**config.mk**
```make
export PLATFORM = sky130hd
export DESIGN_NAME = lcd_spi_sequencer
export DESIGN_NICKNAME = d
export VERILOG_FILES = /design/src/rtl/lcd_spi_sequencer.sv
export SDC_FILE = /design/constraint.sdc
export NUM_CORES = 1
export LEC_CHECK = 0
export CORE_MARGIN = 2
export CORE_UTILIZATION = 54
export DETAILED_ROUTE_END_ITERATION = 6
export PLACE_DENSITY = 0.85
export SETUP_SLACK_MARGIN = 0.02
export SLEW_MARGIN = 20
export SYNTH_ARGS = -nofsm -noshare
export SYNTH_HDL_FRONTEND = slang
export SYNTH_SLANG_ARGS = --single-unit
```
**constraint.sdc**
```tcl
create_clock -name clk -period 5.15 [get_ports clk]
set_input_delay 1.03 -clock clk [delete_from_list [all_inputs] [get_ports clk]]
set_output_delay 1.03 -clock clk [all_outputs]
set_load 0.01 [all_outputs]
```
**src/rtl/lcd_spi_sequencer.sv**
```systemverilog
// Shares one byte-level SPI engine between CPU single-byte writes and a hardware
// rectangle-fill burst (RAMWR followed by N RGB565 pixels), one byte at a time.
module lcd_spi_sequencer #(
  parameter int unsigned PIX_W     = 17,
  parameter logic [7:0]  RAMWR_CMD = 8'h2C
) (
  input  logic             clk,
  input  logic             reset_n,
  input  logic             cpu_req_in,
  input  logic             cpu_dc_in,
  input  logic [7:0]       cpu_data_in,
  output logic             cpu_ack_out,
  input  logic             fill_start_in,
  input  logic [15:0]      fill_color_in,
  input  logic [PIX_W-1:0] fill_count_in,
  output logic             fill_busy_out,
  output logic             fill_done_out,
  output logic             byte_start_out,
  output logic [7:0]       byte_data_out,
  output logic             byte_dc_out,
  input  logic             byte_busy_in,
  input  logic             byte_done_in
);

  typedef enum logic [2:0] {
    StIdle, StCpuIssue, StCpuWait, StFCmd, StFHi, StFLo, StFEnd
  } state_e;

  state_e           state_q, state_d;
  logic             wait_q, wait_d;
  logic             pending_q, pending_d;
  logic [15:0]      color_q, color_d;
  logic [PIX_W-1:0] count_q, count_d;
  logic [7:0]       data_q, data_d;
  logic             dc_q, dc_d;
  logic             ack_q, ack_d;

  always_ff @(posedge clk or negedge reset_n) begin
    if (!reset_n) begin
      state_q   <= StIdle;
      wait_q    <= 1'b0;
      pending_q <= 1'b0;
      color_q   <= '0;
      count_q   <= '0;
      data_q    <= '0;
      dc_q      <= 1'b0;
      ack_q     <= 1'b0;
    end else begin
      state_q   <= state_d;
      wait_q    <= wait_d;
      pending_q <= pending_d;
      color_q   <= color_d;
      count_q   <= count_d;
      data_q    <= data_d;
      dc_q      <= dc_d;
      ack_q     <= ack_d;
    end
  end

  always_comb begin
    state_d        = state_q;
    wait_d         = wait_q;
    pending_d      = pending_q;
    color_d        = color_q;
    count_d        = count_q;
    data_d         = data_q;
    dc_d           = dc_q;
    ack_d          = 1'b0;
    byte_start_out = 1'b0;
    fill_done_out  = 1'b0;

    if (fill_start_in && !pending_q) begin
      pending_d = 1'b1;
      color_d   = fill_color_in;
      count_d   = fill_count_in;
    end

    unique case (state_q)
      StIdle: begin
        // ack_q blocks re-accepting the request the CPU is still holding while it sees the ack
        if (cpu_req_in && !ack_q && !byte_busy_in) begin
          state_d = StCpuIssue;
          data_d  = cpu_data_in;
          dc_d    = cpu_dc_in;
        end else if (pending_q && !cpu_req_in && !byte_busy_in) begin
          state_d = StFCmd;
          wait_d  = 1'b0;
          data_d  = RAMWR_CMD;
          dc_d    = 1'b0;
        end
      end
      StCpuIssue: begin
        if (!byte_busy_in) begin
          byte_start_out = 1'b1;
          state_d        = StCpuWait;
        end
      end
      StCpuWait: begin
        if (byte_done_in) begin
          state_d = StIdle;
          ack_d   = 1'b1;
        end
      end
      StFCmd, StFHi, StFLo: begin
        if (!wait_q) begin
          if (!byte_busy_in) begin
            byte_start_out = 1'b1;
            wait_d         = 1'b1;
          end
        end else if (byte_done_in) begin
          wait_d = 1'b0;
          dc_d   = 1'b1;
          if (state_q == StFCmd) begin
            state_d = (count_q == '0) ? StFEnd : StFHi;
            data_d  = color_q[15:8];
          end else if (state_q == StFHi) begin
            state_d = StFLo;
            data_d  = color_q[7:0];
          end else begin
            if (count_q != '0) begin
              count_d = count_q - PIX_W'(1);
            end
            state_d = (count_q <= PIX_W'(1)) ? StFEnd : StFHi;
            data_d  = color_q[15:8];
          end
        end
      end
      StFEnd: begin
        fill_done_out = 1'b1;
        pending_d     = 1'b0;
        state_d       = StIdle;
      end
      default: state_d = StIdle;
    endcase
  end

  assign cpu_ack_out   = ack_q;
  assign fill_busy_out = pending_q;
  assign byte_data_out = data_q;
  assign byte_dc_out   = dc_q;

endmodule

```
==> After elaboration in Yosys (flattened, before gate mapping) <==
Index checks and enable logic that the tools add are counted.
{ "totals": {"regBits": 48, "latchBits": 0, "mem_bits_rw": 0, "romBits": 0, "inputBits": 48, "out_inout_bits": 13, "wordCells": 83, "mem_count": 0} }
{ "classes": {"n_addsub": 1, "mul": 0, "div": 0, "order_cmp": 1, "eq_ne": 13, "shifts": 0, "n_mux": 42, "n_bitwise": 0, "reduce_logical": 18} }
{ "ops": {"columns": ["op", "count"], "rows": [
  ["2-to-1 mux 17 bit", 7],
  ["2-to-1 mux 8 bit", 6],
  ["2-to-1 mux 3 bit", 6],
  ["less-or-equal comparator 17 x 1 -> 1 bit (second input constant)", 1],
  ["logical NOT 17 bit", 1],
  ["nonzero test 17 bit", 1],
  ["subtractor 17 x 1 -> 17 bit (second input constant)", 1],
  ["case mux 8 bit (2 select lines)", 1],
  ["2-to-1 mux 1 bit", 14],
  ["inequality test 2 bit (second input constant)", 6],
  ["case mux 3 bit (4 select lines)", 1],
  ["== test 3 bit (second input constant)", 3],
  ["2-to-1 mux 2 bit", 4],
  ["== test 3 x 2 -> 1 bit (second input constant)", 2],
  ["case mux 1 bit (2 select lines)", 3],
  ["logical AND 1 bit", 5],
  ["AND reduction 5 bit", 1],
  ["logical NOT 1 bit", 4],
  ["AND reduction 4 bit", 1],
  ["nonzero test 2 bit", 2],
  ["== test 3 x 1 -> 1 bit (second input constant)", 1],
  ["logical NOT 3 bit", 1],
  ["inequality test 3 bit (second input constant)", 1],
  ["AND reduction 3 bit", 1],
  ["OR reduction 3 bit", 1]
]} }

==> Logic depth before layout (Yosys ltp) <==
Gate-level depths: netlist of run 1.
{ "logic_depth": {"ltp_word": 9, "mapped_depth": 8, "ltp_nobuf": 7} }

==> Worst setup path after synthesis of run 1 <==
No wires, ideal clock.
{ "synth_path": {"path_type": "input-to-reg", "startpoint": "input cpu_req_in", "endpoint": "register data_q[0], in the netlist byte_data_out[0]", "t_arrival_ps": 2360, "t_required_ps": 5025, "setup_slack_ps": 2665, "stages": 5, "cell_sequence": "nor3b_2 -> o21ai_0 -> a21oi_1 -> a21oi_1 -> mux2_2"} }
{ "synth_via": {"elab_chain_len": 5, "word_cells_on_any_way": 9} }
{ "synth_rtl": {"columns": ["item", "line", "rtl"], "rows": [
  ["from (decl)", "9", "input logic cpu_req_in,"],
  ["logical NOT 1 bit", "85", "end else if (pending_q && !cpu_req_in && !byte_busy_in) begin"],
  ["logical AND 1 bit (2 in a row)", "85", null],
  ["inequality test 3 bit (no line)", null, null],
  ["AND reduction 4 bit (no line)", null, null],
  ["to (signal assigned)", "54", "data_q <= data_d;"],
  ["to (decl)", "34", "logic [7:0] data_q, data_d;"]
]} }
Parallel ways exist; a longest one is shown, timed or not.
A chain may end at the register's enable or synchronous reset.

==> Final worst setup path of run 1 <==
{ "layout_path": {"startpoint": "input byte_busy_in", "endpoint": "output byte_start_out"} }
{ "layout_via": {"elab_chain_len": 3} }
{ "layout_rtl": {"columns": ["item", "line", "rtl"], "rows": [
  ["from (decl)", "21", "input logic byte_busy_in,"],
  ["2-to-1 mux 1 bit *", "93, 106", null],
  ["2-to-1 mux 1 bit", "105", "if (!wait_q) begin"],
  ["case mux 1 bit (2 select lines) *", "78", "unique case (state_q)"],
  ["to (decl)", "18", "output logic byte_start_out,"]
]} }
Mark *: on every way between the ends. The rest lies on a longest branch, timed or not.

==> results.txt, run 1 <==
Placed insts: 415
Placeable Area: 0.00475 mm²
Number of post-CTS setup repair buffers: 0
Inserted Clock Buffers: 5
Resized cells post-CTS: 0
Hold Path Class: reg2reg
Area leader, netlist: dfrtp_1
Post-synth top cells: nand2_1 (65), dfrtp_1 (48), a21oi_1 (22), nor2_1 (20)
IO Count: 61
Top-count cell post-synth: nand2_1
Starting density of the core: 56.2%
Hold Crit Depth: 2
Data required, critical path: 4.12 ns
Cells on worst reg2reg path: 5
Layout cell share with drive strength beyond 1: 10.4%
GRT Residual Overflow: 0
Worst Path Arrival: 2.29 ns
Critical path capture point type: primary output
DR pass1 iterations: 4
Crit Reg-Reg Startpoint: count_q[2]
Peak supply drop: 0.000284 V
Detailed Route Iter0 Violations: 269
H-Tree Depth: 2
Worst hold endpoint: color_q[7]
CTS Buffer Depth: 2
Fin crit period: 3.32 ns
Slew Viols, Final: 0
Via-to-Cell Ratio: 5.75
Critical path fanouts, max: 7
Cell Area, Placed: 0.00331 mm²
Die span in x: 74.3 µm
Final Instance Count excl. Fillers: 423
RSZ-0062 raised after global routing: no
Combinational power share: 40.4%
Top_reg_cell synth: dfrtp_1
Clock network power share: 16.9%
Port buffer count: 60
Int Pwr: 0.00104 W
Worst slew pin tran: 0.913 ns
Max-cap viol count: 0
Status: completed
Detailed placement HPWL: 4620 µm
Cell area after synthesis: 0.00267 mm²
Routed WL per cell: 16.0 µm
Critical path class: in2out
Share of the synthesized area in the top cell type: 45.0%
Sw Ratio: 38.7%
Final setup viols: 0
FF+latch count, synth: 48
Post-CTS Hold Buffers: 0
Final Cycle Share: 64.5%
Min-delay src: color_q[7]
Fin util: 72.1%
Post-synth EDFFs: 0
Clock sinks: 48
Clock root cell: clkbuf_8
Final nets: 406
FF-to-FF End: count_q[11]
Post-synth ARST share: 100%
Yosys warns: 0
Sequential power share: 42.7%
Vias in the first global route: 2,382
Power Dens Cells: 494 mW/mm²
Place WS: 1.85 ns
WL final: 6770 µm
Die height: 74.3 µm
NetSw: 0.000655 W
Final hold vios: 0
Row count: 25
Largest net degree at the start of global routing: 49
Ranking of synthesized cells by area: dfrtp_1 (45%), nand2_1 (9.1%), o221a_2 (4.2%)
Worst rel slew slack: 39.1%
Layout Skew: 0.00729 ns
ANT nets after route: 0
CTS tree: built
Syn Inst Count: 301
Final setup TNS: 0 ns
Fmax: 301 MHz
Leak pwr: 1.39 nW
Clk slew on worst S/H paths: 0.09 ns
R2r setup slk: 2.63 ns
Final worst slack: 1.83 ns
Area Overhead vs Synth: 28.4%
Startpoint types: primary input
Antenna Diode Count: 0
Final instance area: 0.00343 mm²
Seq/Total Area, Yosys: 45.0%
Initial antenna violation count: 0
RePlAce Congestion: 0.884
Die area: 0.00553 mm²
Via count: 2,433
Synth cell types: 48
Worst-skew pair later-pin latency: 0.31 ns
DRC: 0
Global-route wire length before repair: 11,300 µm
Mapped Avg Cell Area: 8.87 µm²
GRT Util Overall: 26.7%
Syn Nets: 352
-- power by group through the flow --
stage | sequential [W] | clock (W) | combinational, W
final | 0.000723 | 0.000286 | 0.000685
after global routing | 0.000752 | 0.000306 | 0.000764
after CTS | 0.000718 | 0.000290 | 0.000684
after detailed placement | 0.000725 | 0 | 0.000674
after global placement | 0.000718 | 0 | 0.000651
after floorplan | 0.000674 | 0 | 0.000480
-- layout by cell type (no fill, tap or decap), drive strengths merged, types with 5 or more instances in the layout --
| master | n |
|---|---|
| nand2 | 65 |
| clkdlybuf4s50 | 59 |
| dfrtp | 48 |
| a21oi | 22 |
| nor2 | 21 |
| nand3 | 13 |
| o21ai | 12 |
| o221a | 10 |
| mux2 | 9 |
| mux2i | 9 |
| nor3 | 7 |
| nand4 | 6 |
| inv | 6 |
| clkbuf | 5 |
| nor4 | 5 |
-- flip-flops by register name (all words and copies together), names as in the netlist --
register       flops
count_q           17
state_q            3
byte_dc_out        1
fill_busy_out      1
color_q           16
byte_data_out      8
cpu_ack_out        1
wait_q             1
-- logic make-up (layout without fill, tap and decap cells) --
family	count (synthesis)	in the layout	share of synthesized area, %
AO/OA/AOI/OAI	64	64	16.4
buffers and inverters	21	76	3.00
multiplexers	18	18	7.17
AND/OR/NAND/NOR	147	147	27.0
adder cells (fa/ha/maj)	3	3	1.41
flip-flops	48	48	45.0
-- worst max path at each step --
stage / startpoint / slack [ns] / endpoint
after floorplan: cpu_req_in / 2.66 / byte_data_out[0]
after global placement: byte_busy_in / 1.89 / byte_data_out[1]
after detailed placement: byte_busy_in / 1.85 / byte_start_out
after CTS: byte_busy_in / 1.85 / byte_start_out
after global routing: byte_busy_in / 1.79 / byte_start_out
final: byte_busy_in / 1.83 / byte_start_out
-- per-stage QoR --
stage | power [W] | hold slack (ns)
5_1_grt | 0.00182 | 0.521
3_5_place_dp | 0.00140 | 0.465
2_1_floorplan | 0.00115 | 0.445
6_report | 0.00169 | 0.481
4_1_cts | 0.00169 | 0.488
3_3_place_gp | 0.00137 | 0.457
-- layer usage --
metal	wire, µm	up-vias	track usage [%]
met2	3300	62	43.0
li1	-	1187	-
met3	254	14	3.93
met5	0	-	0
met4	167	0	10.9
met1	3050	1170	36.5
-- worst max-delay path, cell delays in order --
cell,delay [ns]
clkdlybuf4s50_1,0.54
nor2_1,0.17
clkdlybuf4s50_1,0.54
-- final cells by class --
type                       count  area (µm²)
timing repair buffer          63         621
tap                           67        83.8
inverter                       5        18.8
clock buffer                   5        68.8
clock inverter                 3        46.3
multi-input combinational    232        1390
sequential                    48        1200
fill                         412        1330
Note: power is estimated with default switching activity, not from simulation.
==> run 2: changes to the inputs <==
--- a/config.mk
+++ b/config.mk
@@ -6,9 +6,9 @@
 export NUM_CORES = 1
 export LEC_CHECK = 0
 export CORE_MARGIN = 2
-export CORE_UTILIZATION = 54
+export CORE_UTILIZATION = 50
 export DETAILED_ROUTE_END_ITERATION = 6
-export PLACE_DENSITY = 0.85
+export PLACE_DENSITY = 0.8
 export SETUP_SLACK_MARGIN = 0.02
 export SLEW_MARGIN = 20
 export SYNTH_ARGS = -nofsm -noshare
==> constraint.sdc (replaced) <==
create_clock -name clk -period 3.3 [get_ports clk]
set_input_delay 0.66 -clock clk [delete_from_list [all_inputs] [get_ports clk]]
set_output_delay 0.66 -clock clk [all_outputs]
set_load 0.01 [all_outputs]
==> results.txt, run 2 (same netlist as run 1, synthesis figures left out) <==
DR pass1 iterations: 4 (unchanged)
CTS tree: built
Max-cap viol count: 0 (unchanged)
Worst slew pin tran: 0.636 ns (-0.277 ns)
GRT Residual Overflow: 0 (unchanged)
Starting density of the core: 52.0% (-4.2 points)
Data required, critical path: 2.64 ns (-1.48 ns)
Layout Skew: 0.0140 ns (+0.00670 ns)
Via count: 2,492 (+2.4%)
Fin Hold WS: 0.348 ns (-0.133 ns)
Routed WL per cell: 15.3 µm (-4.1%)
Hold Path Class: in2async
Startpoint types: register
Global-route wire length before repair: 11,200 µm (-0.36%)
Status: completed
Peak supply drop: 0.000357 V (+25%)
Initial antenna violation count: 0 (unchanged)
RSZ-0062 raised after global routing: no
Largest Register: count_q
Max reg flops: 17 (unchanged)
Final Cycle Share: 80.3%
Critical Path Start: state_q[1]
Worst rel slew slack: 57.3% (+18 points)
Final setup viols: 0 (unchanged)
Resized cells post-CTS: 0 (unchanged)
Slew Viols, Final: 0 (unchanged)
Die height: 77.1 µm (+3.7%)
Detailed placement HPWL: 4660 µm (+0.88%)
Placeable Area: 0.00514 mm² (+8.1%)
Post-CTS Hold Buffers: 0 (unchanged)
Fin crit period: 2.65 ns
RePlAce Congestion: 0.870 (-1.7%)
Largest net degree at the start of global routing: 49 (unchanged)
Vias in the first global route: 2,422 (+1.7%)
Area taken by flip-flops and latches: 0.00120 mm² (unchanged)
Commonest non-fill, non-tap cell in the layout: nand2_1
Row count: 26 (+4.0%)
Via-to-Cell Ratio: 5.81 (+0.99%)
Fin util: 67.7% (-4.5 points)
Leak pwr: 1.42 nW (+2.0%)
Final hold vios: 0 (unchanged)
Detailed Route Iter0 Violations: 191 (-29%)
Clk slew on worst S/H paths: 0.10 ns (about the same)
Critical path fanouts, max: 13 (+6)
R2r setup slk: 0.87 ns (-1.76 ns)
Die span in x: 77.1 µm (+3.7%)
Final nets: 409 (+0.74%)
FF-to-FF End: count_q[14]
Worst-skew pair later-pin latency: 0.31 ns (about the same)
Cells on worst reg2reg path: 7 (+2)
Clock sinks: 48 (unchanged)
Area of the multi-input gates: 0.00139 mm² (unchanged)
H-Tree Depth: 2 (unchanged)
GRT Util Overall: 23.5% (-3.2 points)
Most frequent cells in the layout: nand2_1 (65), clkdlybuf4s50_1 (59), dfrtp_1 (48)
Die area: 0.00594 mm² (+7.6%)
Final setup TNS: 0 ns (unchanged)
Fmax: 378 MHz
CTS Buffer Depth: 2 (unchanged)
Layout cell share with drive strength beyond 1: 11.1% (+0.75 points)
Worst Path Arrival: 1.99 ns (-0.30 ns)
Antenna Diode Count: 0 (unchanged)
Power Total: 0.00272 W (+60%)
Critical path class: reg2out
Port buffer count: 60 (unchanged)
Inserted Clock Buffers: 5 (unchanged)
IO Count: 61 (unchanged)
Clock root cell: clkbuf_8
Crit Reg-Reg Startpoint: count_q[0]
Layout fillers: 473 (+15%)
Area Overhead vs Synth: 30.2%
Number of post-CTS setup repair buffers: 0 (unchanged)
WL final: 6580 µm (-2.7%)
Power Dens Cells: 781 mW/mm² (+58%)
Critical path capture point type: primary output
ANT nets after route: 0 (unchanged)
DRC: 0 (unchanged)
-- run 2: critical path, stage by stage (launching register included) --
cell	delay (ns)
dfrtp_1	0.52
nand2b_1	0.30
o22a_1	0.22
nor2_1	0.10
clkdlybuf4s50_1	0.55
-- run 2: layout make-up --
type | count | area share, %
multi-input combinational | 232 | 40.0
sequential | 48 | 34.5
timing repair buffer | 66 | 18.5
tap | 70 | 2.52
clock buffer | 5 | 1.98
clock inverter | 3 | 1.98
inverter | 5 | 0.540
-- run 2: worst max path at each step --
stage | endpoint | slack, ns | cells past startpoint
after floorplan | count_q[14] | 1.17 | 8
after global placement | byte_data_out[5] | 0.74 | 7
after detailed placement | byte_data_out[3] | 0.68 | 7
after CTS | byte_start_out | 0.64 | 4
after global routing | byte_start_out | 0.54 | 4
final | byte_start_out | 0.65 | 4
-- run 2: where the power goes --
group          leakage [nW]  internal [W]  switching [W]
Clock                0.0687      0.000305       0.000220
Combinational         0.783      0.000551       0.000513
Sequential            0.570      0.000850       0.000278
Total                  1.42       0.00171        0.00101
-- run 2: layer usage --
layer | track usage [%] | wire length [µm] | part of all wire (%)
met4 | 10.4 | 175 | 2.7
met3 | 4.12 | 288 | 4.4
met5 | 0 | 0 | 0
met2 | 38.2 | 3220 | 49
met1 | 31.1 | 2890 | 44
-- run 2: metrics by stage --
step                cell area, µm²  std cells  setup WS (ns)
floorplan                     2670        301           1.17
global placement              3340        421          0.739
detailed placement            3340        421          0.681
CTS                           3480        429          0.641
global route                  3480        429          0.539
finish                        3480        429          0.651
==> variant 1 (flow settings as in run 2) <==
The parameter `PIX_W` goes from 17 to 34.
--- a/src/rtl/lcd_spi_sequencer.sv
+++ b/src/rtl/lcd_spi_sequencer.sv
@@ -1,7 +1,7 @@
 // Shares one byte-level SPI engine between CPU single-byte writes and a hardware
 // rectangle-fill burst (RAMWR followed by N RGB565 pixels), one byte at a time.
 module lcd_spi_sequencer #(
-  parameter int unsigned PIX_W     = 17,
+  parameter int unsigned PIX_W     = 34,
   parameter logic [7:0]  RAMWR_CMD = 8'h2C
 ) (
   input  logic             clk,
Ports: changed (resized fill_count_in); port bits go from 61 to 78. No check against the original RTL was run, so the function may have changed too.
==> variant 1 against run 2 <==
Register-to-register slack worse by 0.26 ns. Total power is 32% higher. Utilization is 0.64 points lower. Area after synthesis is 40% higher. Via count is 51% higher. Setup slack worse by 0.19 ns. Sequential cell count is 17 higher. Final area is 40% higher. Wire length is 59% higher. Critical path type unchanged.
==> variant 1: results (changes against run 2) <==
Logic synthesis
  • Syn nets: 521 (+48%)
  • Post-Synth Adder-Cell Area: 0.00668 (-0.00738)
  • Sequential fraction of the synthesis area: 0.434 (-0.0157)
  • Synth unique cells: 61 (+27%)
  • Synth Area in Compound Gates: 0.222 (+0.0576)
  • Xor/xnor share of the synthesized area: 0.00467 (+0.00467)
  • Mux contribution to synthesized area: 0.00300 (-0.0687)

Placed design
  • Place WS: 0.587 ns (-0.0940 ns)
  • I/O Buffers: 77 (+28%)
  • DP Cell Count: 622 (+48%)
  • DP Wirelength: 7690 µm (+65%)
  • Placed Instance Area: 4640 µm² (+39%)

Timing
  • Hold WS: 0.323 ns (-0.0255 ns)
  • Crit share post-route: 0.861 (+0.0585)
  • Clock Skew: 0.0141 ns (+0.0000938 ns)

Setup path
  • R2R depth: 6 (-1)
  • R2r startpoint: count_q[5]
  • FF-to-FF End: count_q[9]
  • Worst-path fanout max: 16 (+3)

Power and ir drop
  • Maximum VDD drop: 371 µV (+4.1%)
  • Leakage power: 2.01 nW (+41%)

Run status
  • Status: complete, no violations

Detailed routing
  • Iter 0 DRT Violations: 363 (+90%)
  • DR WL/cell: 16.4 µm (+7.2%)
  • Metal3 WL: 620 µm (+120%)

Finish
  • Max FFs per register: 34 (+17)
  • Layout cells sized above 1: 0.0928 (-0.0187)

Global route
  • Routing usage on met3: 0.0351 (-0.00612)
  • Grt met1 use: 0.377 (+0.0665)
  • Largest net degree at the start of global routing: 37 (-24%)

Clock network
  • Num CTS Buffers: 9 (+4)
==> variant 1: cell count changes after synthesis, moves of 8 or more <==
cell | run 2 | this run
nand2_1 | 65 | 100
o21ai_0 | 10 | 32
dfrtp_1 | 48 | 65
inv_1 | 5 | 18
nor3_1 | 7 | 20
a31oi_1 | 0 | 9
mux2i_1 | 9 | 0
o221a_2 | 10 | 1
mux2_2 | 9 | 1
nor2_1 | 20 | 28
==> variant 1: power breakdown <==
group	switching (W)	internal [W]	leakage (nW)
combinational	0.000656	0.000598	1.11
clock	0.000344	0.000433	0.115
sequential	0.000403	0.00116	0.784
total	0.00140	0.00219	2.01
==> variant 1: cell type report <==
class                           instances  area [µm²]
Clock inverter                          7         100
Timing Repair Buffer                   92         878
Inverter                               18        67.6
Clock buffer                            9         124
Multi-Input combinational cell        348        1940
Sequential cell                        65        1630
Fill cell                             612        2390
Tap cell                               99         124
==> variant 2 (flow settings as in run 2) <==
Made on the original files. Encoding of `state_e`: now one-hot (7 bits for 7 states).
--- a/src/rtl/lcd_spi_sequencer.sv
+++ b/src/rtl/lcd_spi_sequencer.sv
@@ -22,8 +22,8 @@
   input  logic             byte_done_in
 );
 
-  typedef enum logic [2:0] {
-    StIdle, StCpuIssue, StCpuWait, StFCmd, StFHi, StFLo, StFEnd
+  typedef enum logic [6:0] {
+    StIdle = 7'b0000001, StCpuIssue = 7'b0000010, StCpuWait = 7'b0000100, StFCmd = 7'b0001000, StFHi = 7'b0010000, StFLo = 7'b0100000, StFEnd = 7'b1000000
   } state_e;
 
   state_e           state_q, state_d;
Check against the original RTL: no difference found for any inputs over 10 cycles, from zero or initial values and one cycle with reset_n low; not proved beyond that.
==> variant 2 against run 2 <==
Synthesized cell count grew 3.7%. Final area grew 5.0%. Worst hold slack lost 0.077 ns. First-iteration DRC count shrank 15%. Area after synthesis grew 7.5%. Sequential cell count grew 4. Setup slack lost 0.32 ns. Total power shrank 33%. Wire length grew 6.0%. Clock power shrank 27%. Largest cell class unchanged. Largest power group unchanged. Highest routed layer unchanged.
==> variant 2: results (changes against run 2) <==
Run status
  • Status: complete, no violations

Global route
  • Largest net degree at the start of global routing: 36 (-27%)
  • Grt met1 use: 0.311 (about the same)
  • Grt met2 use: 0.413 (+0.0319)
  • Routing usage on met3: 0.0486 (+0.00747)
  • Initial antenna violation count: 0 (unchanged)
  • Vias in the first global route: 2599 (+7.3%)
  • GRT Total Usage: 0.241 (+0.00580)
  • First-pass GRT wire length: 11900 µm (+6.3%)

Power and ir drop
  • Maximum VDD drop: 414 µV (+16%)
  • Internal power: 0.00124 W (-28%)
  • Leakage power: 1.53 nW (+7.9%)

Clock network
  • Clock H-tree levels: 2 (unchanged)
  • Hold buffers post-CTS: 0 (unchanged)
  • Num CTS Buffers: 5 (unchanged)
  • Worst-path clk slew: 0.10 ns (about the same)
  • Post-CTS Resized: 0 (unchanged)
  • # Post-CTS Setup Buffers: 0 (unchanged)
  • CTS root buf: clkbuf_8
  • Worst skew pair latency: 0.31 ns (about the same)
  • Clock Path Buffers: 2 (unchanged)

Finish
  • Max FFs per register: 17 (unchanged)
  • Layout cells sized above 1: 0.0722 (-0.0392)
  • Nets: 423 (+3.4%)
  • Reg with most FFs: count_q
  • # diodes: 0 (unchanged)
  • Filler instances: 498 (+5.3%)

Timing
  • Worst-margin pin slew: 0.686 ns (+0.0499 ns)
  • Clock Skew: 0.00687 ns (-0.00712 ns)

Setup path
  • Slowest CP cell: nor4_2
  • Critical path arrival: 2.31 ns (+0.32 ns)
  • Worst-path fanout max: 5 (-8)
  • Crit-path max cell delay: 0.55 ns (about the same)

Detailed routing
  • DR WL/cell: 15.6 µm (+1.9%)
  • Iter 0 DRT Violations: 163 (-15%)
  • Via density: 5.61 (-3.5%)
  • Drt pass-1 iters: 4 (unchanged)

Placed design
  • I/O Buffers: 60 (unchanged)
  • DP Wirelength: 5110 µm (+9.6%)
  • Gp weighted congestion: 0.887 (+2.0%)

Logic synthesis
  • Yosys warnings: 0 (unchanged)
  • Post-synth EDFFs: 0 (unchanged)
  • FFs w/ async S/R, synth: 1.00 (unchanged)
  • Synth area leaders: dfrtp_1, nand2_1, mux2_1
  • Synth unique cells: 54 (+13%)
  • Most frequent cells after synthesis: nand2_1, dfrtp_1, nor2_1
  • Sequential fraction of the synthesis area: 0.453 (+0.00375)
  • Syn nets: 362 (+2.8%)

Worst hold path
  • Hold Path Class: input port to async pin
variant 2: cell types whose count changed after synthesis, moves of 7 or more:
| cell | before | now |
|---|---|---|
| o221a_2 | 10 | 0 |
| a21oi_1 | 22 | 9 |
| mux2_2 | 9 | 0 |
| o21ai_1 | 2 | 11 |
| mux2_1 | 0 | 11 |
| o221a_1 | 0 | 8 |
| nor2_1 | 20 | 27 |
variant 2: power groups by stage:
stage          Sequential (W)  Combinational (W)  Clock (W)
5_1_grt              0.000894           0.000633   0.000418
2_1_floorplan        0.000881           0.000316          0
3_3_place_gp         0.000878           0.000566          0
4_1_cts              0.000874           0.000578   0.000392
6_report             0.000876           0.000575   0.000382
3_5_place_dp         0.000886           0.000574          0
variant 2: final timing paths:
kind	start	endpoint	slack (ns)	cells past startpoint
hold / removal	reset_n	byte_data_out[6]	0.27	1
hold reg to reg	color_q[15]	color_q[15]	0.48	2
setup / recovery	state_q[6]	byte_start_out	0.33	6
min in group clk	color_q[15]	color_q[15]	0.48	2
setup reg to reg	state_q[6]	count_q[15]	0.86	5
max in group asynchronous	reset_n	state_q[0]	2.20	2
variant 2: layout make-up:
| class | instances | area share |
|---|---|---|
| multi-input cells | 239 | 0.406 |
| flip-flops and latches | 52 | 0.357 |
| repair buffers | 68 | 0.180 |
| well taps | 72 | 0.0247 |
| clock buffers | 7 | 0.0236 |
| inverters | 7 | 0.00719 |
| clock inverters | 1 | 0.00206 |
variant 2: kinds of logic (layout without fill, tap and decap cells):
kind of cell	Yosys count	in the layout	synth area share
simple gates	157	157	0.276
mux	22	22	0.0814
fa+ha+maj	2	2	0.00871
flops	52	52	0.453
buf+inv	21	83	0.0318
compound gates	58	58	0.149
variant 2: stage by stage:
stage	utilization	instances	instance area [µm²]	setup WS, ns	hold slack, ns
2_1_floorplan	-	312	2870	0.988	0.364
3_3_place_gp	0.641	438	3550	0.646	0.457
3_5_place_dp	0.641	438	3550	0.573	0.466
4_1_cts	0.658	446	3650	0.199	0.274
5_1_grt	0.659	446	3650	0.120	0.287
6_report	0.659	446	3650	0.329	0.271
variant 2: worst max-delay path: cells and delay by family (launching register included):
family / cells / cell delay, ns
AND/OR/NAND/NOR: 4 / 0.84
buffers and inverters: 1 / 0.54
flip-flops: 1 / 0.43
AO/OA/AOI/OAI: 1 / 0.19
variant 2: metal layers:
metal | share of wire | routed length [µm]
met1 | 0.44 | 3100
met2 | 0.51 | 3520
met3 | 0.037 | 257
met4 | 0.013 | 91
met5 | 0 | 0
